<file path="src/rtl/sigma_delta_dac2.sv">
// Second-order (or first-order) 1-bit sigma-delta DAC: unsigned 20-bit PCM in,
// pulse-density bitstream out whose ones density equals pcm_in / 2^20.
module sigma_delta_dac2 #(
  parameter int IW    = 24,
  parameter int ORDER = 2
) (
  input  logic        clk_dac,
  input  logic        rst,
  input  logic        clk_ena,
  input  logic [19:0] pcm_in,
  output logic        dac_out
);

  localparam int XW = IW + 2;
  typedef logic signed [XW-1:0] wide_t;

  localparam wide_t HALF    = wide_t'(524288);
  localparam wide_t SAT_MAX = $signed({3'b000, {(IW-1){1'b1}}});
  localparam wide_t SAT_MIN = $signed({3'b111, {(IW-1){1'b0}}});

  // Clamp a widened sum back into the IW-bit integrator range; never wrap.
  function automatic logic signed [IW-1:0] sat(input wide_t x);
    if (x > SAT_MAX)      sat = $signed(SAT_MAX[IW-1:0]);
    else if (x < SAT_MIN) sat = $signed(SAT_MIN[IW-1:0]);
    else                  sat = $signed(x[IW-1:0]);
  endfunction

  logic        [19:0]   r_sample;
  logic signed [IW-1:0] r_int1;
  logic signed [IW-1:0] r_int2;
  logic                 r_dac;

  wide_t                w_xs;
  wide_t                w_fb;
  wide_t                w_sum1;
  logic signed [IW-1:0] w_int1n;
  logic signed [IW-1:0] w_int2n;
  logic                 w_dac_n;

  assign w_xs    = $signed({{(XW-20){1'b0}}, r_sample}) - HALF;
  assign w_fb    = r_dac ? HALF : -HALF;
  assign w_sum1  = $signed({{2{r_int1[IW-1]}}, r_int1}) + w_xs - w_fb;
  assign w_int1n = sat(w_sum1);

  generate
    if (ORDER == 1) begin : g_first_order
      assign w_int2n = w_int1n;
    end else begin : g_second_order
      wide_t w_sum2;
      // Second integrator is fed the freshly updated first integrator.
      assign w_sum2  = $signed({{2{r_int2[IW-1]}}, r_int2})
                     + $signed({{2{w_int1n[IW-1]}}, w_int1n}) - w_fb;
      assign w_int2n = sat(w_sum2);
    end
  endgenerate

  assign w_dac_n = ~w_int2n[IW-1];

  always_ff @(posedge clk_dac or posedge rst) begin
    if (rst) begin
      r_sample <= 20'h80000;
      r_int1   <= '0;
      r_int2   <= '0;
      r_dac    <= 1'b0;
    end else if (clk_ena) begin
      r_sample <= pcm_in;
      r_int1   <= w_int1n;
      r_int2   <= w_int2n;
      r_dac    <= w_dac_n;
    end
  end

  assign dac_out = r_dac;

endmodule

</file>
<file path="config.mk">
export PLATFORM = sky130hd
export DESIGN_NAME = sigma_delta_dac2
export DESIGN_NICKNAME = d
export VERILOG_FILES = /design/src/rtl/sigma_delta_dac2.sv
export SDC_FILE = /design/constraint.sdc
export NUM_CORES = 1
export LEC_CHECK = 0
export BUFFER_PORTS_ARGS = -buffer_cell sky130_fd_sc_hd__clkbuf_2
export CAP_MARGIN = 20
export CORE_UTILIZATION = 30
export DETAILED_ROUTE_END_ITERATION = 10
export PLACE_DENSITY = 0.42
export SETUP_SLACK_MARGIN = 0.2
export SYNTH_ARGS = -nofsm -noshare
export SYNTH_HDL_FRONTEND = slang
export SYNTH_SLANG_ARGS = --single-unit
</file>
<file path="constraint.sdc">
create_clock -name clk_dac -period 8.7 [get_ports clk_dac]
set_input_delay 0.435 -clock clk_dac [delete_from_list [all_inputs] [get_ports clk_dac]]
set_output_delay 0.435 -clock clk_dac [all_outputs]
set_load 0.1 [all_outputs]
</file>
Word level (Yosys, flattened, before mapping) --
Index checks and enable logic that the tools add are counted.
Word-level totals: register bits after elaboration 69, output and inout bits 1, bits of input ports 23
Operators by class: bitwise operators 1, muxes and demuxes 5, $lt $le $gt $ge 4, add/subtract/negate cells 5
Operators with widths (count):
- $mux W24 | 4
- $gt A26 B24 Y1 const B | 2
- $lt A26 B24 Y1 const B | 2
- $sub A25 B26 Y26 | 2
- $mux W26 | 1
- $add A24 B21 Y25 | 1
- $add A24 B24 Y25 | 1
- $sub A20 B20 Y21 const B | 1
- $not A1 Y1 | 1

Logic depth before layout (Yosys ltp) --
Gate-level depths: netlist of the first run.
depth after elaboration 12, depth in mapped cells 30, gate-level depth less buffers 28

Worst setup path before layout of the first run --
OpenSTA, ideal clock, no wires.
path kind reg-to-reg, from register r_dac, in the netlist dac_out, to register r_int2[9], library setup time 126 ps, setup slack 1202 ps, path buffers 2, required time 8574 ps, stages on the path, launching flop included 27, arrival time 7372 ps, path through dfrtp_1 > fa_1 > ha_1 > nand2_2 > or4_4 > a2111oi_2 > nor3_1 > xor2_1 > o21ai_0 > clkbuf_1 > a31oi_1 > ha_1 > inv_1 > ha_1 > nor2b_1 > o21ai_0 > a21oi_1 > o21ai_0 > a211oi_1 > a311o_1 > a41oi_1 > o21ai_0 > mux2i_1 > a211oi_1 > o2bb2ai_2 > buf_2 > a221o_1
On the way: cells in the longest elaborated chain, start to end 10
Ends and longest elaborated chain:
- from (decl) | RTL line 31 | logic r_dac;
- from (signal assigned) | RTL line 69 | r_dac <= w_dac_n;
- $mux W26 (*) | RTL line 41 | assign w_fb = r_dac ? HALF : -HALF;
- $sub A25 B26 Y26 | RTL line 42 | assign w_sum1 = $signed({{2{r_int1[IW-1]}}, r_int1}) + w_xs - w_fb;
- $lt A26 B24 Y1 | RTL line 24 | else if (x < SAT_MIN) sat = $signed(SAT_MIN[IW-1:0]);
- $mux W24 | RTL line 24
- $mux W24 | RTL line 23 | if (x > SAT_MAX) sat = $signed(SAT_MAX[IW-1:0]);
- $add A24 B24 Y25 | RTL line 52 | + $signed({{2{w_int1n[IW-1]}}, w_int1n}) - w_fb;
- $sub A25 B26 Y26 (*) | RTL line 52
- $lt A26 B24 Y1 | RTL line 24
- $mux W24 | RTL line 24
- $mux W24 (*) | RTL line 23
- to (signal assigned) | RTL line 68 | r_int2 <= w_int2n;
- to (decl) | RTL line 30 | logic signed [IW-1:0] r_int2;
Mark *: on every way between the ends. The rest lies on a longest branch, timed or not. A chain may end at the register's enable or synchronous reset.

Worst setup path in the final report of the first run --
from register r_sample[19], to register r_int2[16]
On the way: cells in the longest elaborated chain, start to end 11
Ends and longest elaborated chain:
- from (decl) | RTL line 28 | logic [19:0] r_sample;
- from (signal assigned) | RTL line 66 | r_sample <= pcm_in;
- $sub A20 B20 Y21 (*) | RTL line 40 | assign w_xs = $signed({{(XW-20){1'b0}}, r_sample}) - HALF;
- $add A24 B21 Y25 (*) | RTL line 42
- $sub A25 B26 Y26 (*) | RTL line 42
- $lt A26 B24 Y1 | RTL line 24
- $mux W24 | RTL line 24
- $mux W24 (*) | RTL line 23
- $add A24 B24 Y25 (*) | RTL line 52
- $sub A25 B26 Y26 (*) | RTL line 52
- $lt A26 B24 Y1 | RTL line 24
- $mux W24 | RTL line 24
- $mux W24 (*) | RTL line 23
Marks and branches as above.

==> results of run 1 <==
-- worst max path at each step --
stage | start | end | slack (ps) | depth (start not counted)
global route | r_sample[19]$_DFFE_PP1P_ | r_int2[21]$_DFFE_PP0P_ | 300 | 26
global placement | dac_out$_DFFE_PP0P_ | r_int2[18]$_DFFE_PP0P_ | 780 | 25
CTS | dac_out$_DFFE_PP0P_ | r_int2[16]$_DFFE_PP0P_ | 510 | 25
floorplan | dac_out$_DFFE_PP0P_ | r_int2[9]$_DFFE_PP0P_ | 1200 | 26
detailed placement | dac_out$_DFFE_PP0P_ | r_int2[16]$_DFFE_PP0P_ | 540 | 25
finish | r_sample[19]$_DFFE_PP1P_ | r_int2[16]$_DFFE_PP0P_ | 910 | 26
-- cells in the final DEF (no fill, tap or decap), types with 11 or more instances in the layout --
cell and instances:
a21oi_1 82, nand2b_1 11, xnor2_1 24, a21o_1 30, nor2_1 44, dfrtp_1 67
o21a_1 11, nand2_1 43, a221o_1 21, xor2_1 15, ha_1 87, inv_1 135
clkbuf_2 22, o21ai_0 46
-- cells by family (layout without fill, tap and decap cells) --
kind of cell               Yosys count  in the layout  share of synthesized area [%]
AOI/OAI and AO/OA                  249            249                           25.8
buffers and inverters              163            181                           9.80
and+or+nand+nor                    150            150                           11.5
adders and majority gates           95             95                           19.3
DFF                                 69             69                           26.7
xor gates and xnor gates            39             39                           5.29
muxes                                9              9                           1.53
-- registers in the layout, indices dropped and copies added (netlist names) --
register and count:
r_int1 24, r_sample 20, dac_out 1, r_int2 24
-- worst reg2reg max path, stage by stage, from the launching register on --
cell	delay [ps]
dfstp_2	510
inv_1	120
fa_1	480
ha_1	390
a21oi_1	290
o211ai_1	140
a21bo_2	210
nor3_1	480
xor2_1	210
o21ai_2	540
a31oi_1	220
ha_1	320
inv_1	40
ha_1	330
nor2b_1	150
o21ai_0	220
a21oi_1	120
o21ai_0	350
a211oi_1	210
a311o_1	430
a41oi_1	360
o21ai_0	230
mux2i_1	160
a211oi_1	340
o2bb2ai_2	260
buf_4	250
a221o_1	300
-- per-layer routing --
layer  wire, um  up-vias  track usage [%]
met4        197        0             4.95
met2       7410       59             25.5
met5          0        -                0
li1           -     2711                -
met3        357       17             2.39
met1       8070     2531             20.8
-- stage by stage --
step,utilization (%),hold slack (ps)
after floorplan,-,461
after global placement,32.4,483
after detailed placement,32.4,505
after CTS,33.9,282
after global routing,34.0,289
final,34.0,294
-- area by class of cell --
| cell class | instances | share of cell area, % |
|---|---|---|
| multi-input cells | 542 | 57.4 |
| clock inverters | 5 | 0.821 |
| flip-flops and latches | 69 | 24.1 |
| inverters | 137 | 7.18 |
| repair buffers | 28 | 2.17 |
| clock buffers | 11 | 3.53 |
| well taps | 275 | 4.80 |
-- what timing repair did --
action,CTS,global route
buffers inserted,0,0
resized for setup,0,3
setup endpoints to repair,0,21
==> flow_metrics.tcl, run 1 <==
set metrics [dict create \
    outcome "finished clean" \
    drcViolationCount 0 \
    startpoint_type "register" \
    die_h_um 149 \
    cp_max_fo 13 \
    slew_violations 0 \
    grt_usage_pct 15.5 \
    clk_transition_reported_paths_ps 60 \
    cts_tree "yes" \
    cp_top_family "compound AO/OA/AOI/OAI gates" \
    max_stage_delay_ps 540 \
    drtPass1Iterations 4 \
    multiInputGateArea_um2 4110 \
    finalCritPeriodShare_pct 89.6 \
    grt_max_degree 88 \
    io_pins 24 \
    start_util_pct 30.6 \
    seq_area_um2 1730 \
    crit_arrival_ps 8010 \
    drive_above_1_share_pct 9.22 \
    yosysTopAreaCell "dfrtp_1" \
    hpwl_um 12500 \
    synth_cell_types 68 \
    stdcell_count 1067 \
    wire_per_inst_um 15.0 \
    syn_to_final_growth_pct 10.8 \
    place_ws_ps 535 \
    synth_common_cells "136 x inv_1, 87 x ha_1, 83 x a21oi_1" \
    min_to "r_sample[4]$_DFFE_PP0P_" \
    cp.required_ps 8920 \
    placedInstanceArea_um2 6840 \
    antenna_found_initial 0 \
    critical-path-slowest-cell "o21ai_2" \
    tightest_slew_ps 939 \
    clock_path_buffers 2 \
    yosysMostFrequentCell "inv_1" \
    ant_nets 0 \
    r2r_cells 26 \
    period_needed_ps 7790 \
    cts.sinks 69 \
    fin_skew_ps 7.08 \
    setup_viol 0 \
    dr.first_iter.drc_count 213 \
    portBuffers 23 \
    r2r-end "r_int2[16]$_DFFE_PP0P_" \
    cap_violations 0 \
    clk_latency_ps 340 \
    rows 53 \
    diodes 0 \
    end_kind "register" \
    synth.avg_cell_area_um2 8.35 \
    gp_congestion 0.854 \
    synth_area_um2 6460 \
    cts-buffers-inserted 9 \
    fill_cells 2234 \
    vias 5318 \
    slew_headroom_pct 37.4 \
    tns_ps 0 \
    die_w_um 149 \
    critical_path_buf_inv_count 3 \
    fin_area_um2 7160 \
    hold_path.class "input pin to register" \
    grt_pass1_vias 5412 \
    netlist_top_cells_area "dfrtp_1 26%, ha_1 17%, inv_1 7.9%" \
    cts_hold_buf 0 \
    fin_nets 905 \
    synth_edf_count 0 \
    routed_wirelength_um 16000 \
    critPathKind "register to register" \
    ff2ff_setup_slack_ps 910 \
    holdPathStages 3 \
    synth_seq_cells 69 \
    yosysTopAreaCellShare_pct 26.3 \
    clock.fmax_mhz 128 \
    via_per_inst 4.98 \
    rsz0062_at_grt "no" \
    core_area_um2 21100 \
    r2r_start "r_sample[19]$_DFFE_PP1P_" \
    syn_nets 892 \
    dp_cells 1051 \
    synth-async-reset-ratio_pct 100 \
    synth_flop_cell "dfrtp_1" \
    hp-start "pcm_in[4]" \
    grt_pass1_wl_um 27100 \
    die_area_um2 22100 \
    ys_warn_count 0 \
    cts_root_buffer "clkbuf_16" \
    htreeDepth 3 \
    hold_viol 0 \
    grt.overflow.total 0 \
    synthCells 774 \
    synth_seq_area_share_pct 26.7 \
    fin_ws_ps 908 \
]
Power of run 1 is left out: the tool's default activity adds up to more than one toggle a clock period on the data nets, which glitch-free logic cannot reach.
==> run 2: changes to the inputs <==
- GPL_TIMING_DRIVEN: unset -> 0
==> run 2 against run 1 <==
Worst setup slack lost 150 ps. Global-route usage grew 1.1 points. Final cell count grew 2.2%. Cell area grew 2.4%. Highest routed layer unchanged. Core utilization grew 0.82 points. Critical endpoint is now r_int2[21]$_DFFE_PP0P_.
==> flow_metrics.tcl, run 2 (synthesis gave the netlist of run 1 again) <==
set metrics [dict create \
    max_stage_delay_ps 550 \
    gp_congestion 0.793 \
    hp-start "pcm_in[7]" \
    cp_max_fo 10 \
    startpoint_type "register" \
    min_to "r_sample[7]$_DFFE_PP0P_" \
    cts_root_buffer "clkbuf_16" \
    io_pins 24 \
    crit_arrival_ps 8170 \
    drtPass1Iterations 4 \
    largestRegisters "r_int1 x24, r_int2 x24, r_sample x20" \
    r2r_cells 27 \
    end_kind "register" \
    clk_transition_reported_paths_ps 60 \
    cp_top_family "compound AO/OA/AOI/OAI gates" \
    die_w_um 149 \
    cp.required_ps 8920 \
    antenna_found_initial 0 \
    start_util_pct 30.6 \
    slew_headroom_pct 56.5 \
    outcome "finished clean" \
    cts-buffers-inserted 9 \
    die_h_um 149 \
    drcViolationCount 0 \
    grt.overflow.total 0 \
    place_ws_ps 160 \
    clk_latency_ps 350 \
    drive_above_1_share_pct 9.45 \
    holdPathStages 3 \
    htreeDepth 3 \
    critical_path_buf_inv_count 4 \
    fin_ws_ps 756 \
    die_area_um2 22100 \
    portBuffers 23 \
    wire_per_inst_um 15.7 \
    cts_tree "yes" \
    clock.fmax_mhz 126 \
    final_cell_mix "135 x inv_1, 87 x ha_1, 83 x a21oi_1" \
    grt_pass1_vias 5446 \
    setup_viol 0 \
    core_area_um2 21100 \
    fin_nets 928 \
    period_needed_ps 7940 \
    fin_skew_ps 10.2 \
    r2r-end "r_int2[21]$_DFFE_PP0P_" \
    seq_area_um2 1730 \
    critical-path-slowest-cell "or4_4" \
    ant_nets 0 \
    routed_wirelength_um 17100 \
    fill_cells 2262 \
    rows 53 \
    clock_path_buffers 2 \
    critPathKind "register to register" \
    hold_viol 0 \
    hpwl_um 13400 \
    hold_path.class "input pin to register" \
    grt_pass1_wl_um 28400 \
    tns_ps 0 \
    rsz0062_at_grt "no" \
    cts_setup_buffers 0 \
    cap_violations 0 \
    grt_usage_pct 16.6 \
    final_common_cell "inv_1" \
    slew_violations 0 \
    r2r_start "r_sample[19]$_DFFE_PP1P_" \
    grt_max_degree 60 \
    fin_util_pct 34.8 \
    dr.first_iter.drc_count 254 \
    finalCritPeriodShare_pct 91.3 \
    syn_to_final_growth_pct 13.5 \
    cpMostUsedCell "o21ai_0" \
    multiInputGateArea_um2 4120 \
    vias 5395 \
    via_per_inst 4.95 \
    cts.sinks 69 \
    tightest_slew_ps 652 \
    ff2ff_setup_slack_ps 760 \
    diodes 0 \
]
[run 2: changes by cell type in the layout (fill, tap and decap cells not counted), moves of 2 or more]
cell	delta
buf_2	+2
buf_4	-5
buf_6	+2
bufinv_16	+2
clkbuf_1	+18
clkbuf_2	+4
[run 2: per-layer routing]
metal	global-route usage, %	up-vias	wire length [um]
li1	-	2758	-
met1	22.9	2565	8780
met2	26.7	54	7720
met3	2.51	18	368
met4	5.20	0	252
met5	0	-	0
[run 2: layout make-up]
class                      instances  area share [%]
inverter                         137            7.04
clock inverter                     6            1.50
multi-input combinational        542            56.2
sequential                        69            23.6
tap                              275            4.69
timing repair buffer              25            2.08
clock buffer                      10            3.26
buffer                            26            1.67
[run 2: worst max path at each step]
stage,startpoint,end,slack [ps],cells past startpoint
floorplan,dac_out$_DFFE_PP0P_,r_int2[9]$_DFFE_PP0P_,1200,26
global placement,dac_out$_DFFE_PP0P_,r_int2[21]$_DFFE_PP0P_,90,26
detailed placement,dac_out$_DFFE_PP0P_,r_int2[21]$_DFFE_PP0P_,160,26
CTS,dac_out$_DFFE_PP0P_,r_int2[21]$_DFFE_PP0P_,310,26
global route,r_int1[6]$_DFFE_PP0P_,r_int2[14]$_DFFE_PP0P_,230,30
finish,r_sample[19]$_DFFE_PP1P_,r_int2[21]$_DFFE_PP0P_,760,27
[run 2: worst register-to-register path: stages (launching register included)]
cell and delay, ps:
dfstp_2 510, inv_1 150, fa_1 510, ha_1 410
nand2_2 120, or4_4 550, a2111oi_2 350, nor3_2 130
xor2_1 170, o21ai_0 400, clkbuf_2 350, a31oi_1 170
ha_1 300, inv_1 40, ha_1 320, nor2b_1 150
o21ai_0 110, a21oi_1 220, o21ai_0 180, a211oi_1 550
a311o_1 320, a41oi_1 230, o21ai_0 440, mux2i_1 150
a211oi_1 330, o2bb2ai_2 130, buf_2 210, a221o_1 330
[run 2: repair_timing]
action | CTS | global route
hold endpoints to repair | 10 | 0
resized for setup | 1 | 9
endpoints found under the setup margin | 20 | 23
hold buffers | 1 | 0
[run 2: per-stage QoR]
stage | std cells | hold slack, ps | area, um2
floorplan | 774 | 461 | 6460
global placement | 1072 | 481 | 6920
detailed placement | 1073 | 362 | 6950
CTS | 1090 | 279 | 7320
global route | 1090 | 300 | 7340
finish | 1090 | 293 | 7340
Power of run 2 is left out for the same reason.
==> run 3: changes to the inputs <==
- CORE_UTILIZATION: 30 -> 45
- PLACE_DENSITY: 0.42 -> 0.58
==> run 3 against run 2 <==
Sequential share of layout area grew 0.50 points. Worst setup slack gained 61 ps. Cell area shrank 2.1%. Non-clock buffer count is the same. First-iteration DRC count shrank 5.1%. Count of clock-buffer cells in the layout is the same. Largest cell class unchanged. Global-route usage grew 6.4 points. Flip-flop and latch count is the same.
==> flow_metrics.tcl, run 3 (synthesis gave the netlist of run 1 again) <==
set metrics [dict create \
    outcome "finished clean" \
    grt_max_degree 63 \
    rsz0062_at_grt "no" \
    hpwl_um 12200 \
    rows 43 \
    final_cell_mix "135 x inv_1, 87 x ha_1, 83 x a21oi_1" \
    grt.overflow.total 0 \
    die_area_um2 14800 \
    cap_violations 0 \
    ant_nets 0 \
    via_per_inst 5.48 \
    core_area_um2 13900 \
    hold_path.class "input pin to register" \
    clock.fmax_mhz 127 \
    cts-buffers-inserted 9 \
    clk_latency_ps 350 \
    antenna_found_initial 0 \
    drtPass1Iterations 5 \
    syn_to_final_growth_pct 11.2 \
    grt_pass1_wl_um 26500 \
    end_kind "register" \
    multiInputGateArea_um2 4110 \
    clk_transition_reported_paths_ps 70 \
    hold_viol 0 \
    io_pins 24 \
    cts.sinks 69 \
    critPathKind "register to register" \
    fin_skew_ps 11.5 \
    grt_usage_pct 23.0 \
    crit_arrival_ps 8100 \
    grt_pass1_vias 5532 \
    clock_path_buffers 2 \
    diodes 0 \
    startpoint_type "register" \
    drive_above_1_share_pct 9.08 \
    portBuffers 23 \
    drcViolationCount 0 \
    seq_area_um2 1730 \
    period_needed_ps 7880 \
    slew_headroom_pct 58.7 \
    die_h_um 122 \
    tightest_slew_ps 619 \
    final_common_cell "inv_1" \
    fill_cells 1326 \
    largestRegisters "r_int1 x24, r_int2 x24, r_sample x20" \
    tns_ps 0 \
    placedInstanceArea_um2 6830 \
    wire_per_inst_um 15.8 \
    cp.required_ps 8920 \
    setup_viol 0 \
    slew_violations 0 \
    cp_max_fo 10 \
    finalCritPeriodShare_pct 90.6 \
    routed_wirelength_um 15700 \
    fin_nets 928 \
    fin_area_um2 7180 \
    vias 5448 \
    cts_tree "yes" \
    die_w_um 122 \
    dr.first_iter.drc_count 241 \
    htreeDepth 3 \
    cts_root_buffer "clkbuf_16" \
    gp_congestion 0.898 \
    ff2ff_setup_slack_ps 820 \
    start_util_pct 46.4 \
]
-- run 3: cell type report --
type	instances	area share (%)
Buffer	26	1.67
Multi-Input combinational cell	542	57.2
Clock buffer	10	3.33
Inverter	137	7.19
Tap cell	180	3.13
Timing Repair Buffer	25	2.12
Sequential cell	69	24.1
Clock inverter	6	1.31
-- run 3: per-layer routing --
metal  GRT usage [%]  routed length [um]  up-vias
met5               0                   0        -
met4            9.18                 367        0
met3            3.89                 558       27
met2            37.9                7210      101
li1                -                   -     2757
met1            29.9                7550     2563
-- run 3: timing repair --
| action | in CTS | in global routing |
|---|---|---|
| setup endpoints to repair | 0 | 23 |
| gates resized for setup | 0 | 4 |
| setup buffers | 0 | 0 |
| hold buffers | 1 | 0 |
| hold endpoints to repair | 7 | 0 |
-- run 3: path summary, 6_finish.rpt --
| path | start | endpoint | cells past startpoint |
|---|---|---|---|
| max in group asynchronous | rst | dac_out$_DFFE_PP0P_ | 4 |
| min in group asynchronous | rst | r_int2[7]$_DFFE_PP0P_ | 3 |
| worst max-delay path | r_sample[19]$_DFFE_PP1P_ | r_int2[21]$_DFFE_PP0P_ | 25 |
| worst min register to register | r_int2[13]$_DFFE_PP0P_ | r_int2[13]$_DFFE_PP0P_ | 1 |
| worst max register to register | r_sample[19]$_DFFE_PP1P_ | r_int2[21]$_DFFE_PP0P_ | 25 |
| worst min-delay path | pcm_in[7] | r_sample[7]$_DFFE_PP0P_ | 3 |
-- run 3: per-stage QoR --
| stage | hold WS [ps] | setup WS, ps | util (%) | instances |
|---|---|---|---|---|
| after CTS | 278 | 316 | 51.5 | 995 |
| after floorplan | 461 | 1200 | - | 774 |
| after global routing | 293 | 292 | 51.6 | 995 |
| final | 287 | 817 | 51.6 | 995 |
| after global placement | 478 | 338 | 48.8 | 977 |
| after detailed placement | 334 | 366 | 49.0 | 978 |
-- run 3: critical path: stages, from the launching register on --
cell	delay (ps)
dfstp_2	520
inv_1	150
fa_1	500
ha_1	400
nand2_2	120
or4_4	550
a2111oi_2	300
nor3_1	160
xor2_1	170
o21ai_0	410
clkbuf_1	460
a21oi_1	300
ha_1	360
inv_1	40
ha_1	350
a211o_1	300
o32ai_1	320
a211oi_1	160
a311o_1	420
a41oi_1	380
o21ai_0	230
mux2i_1	160
a211oi_1	310
o2bb2ai_2	120
buf_2	230
a221o_1	320
Power of run 3 is left out for the same reason.
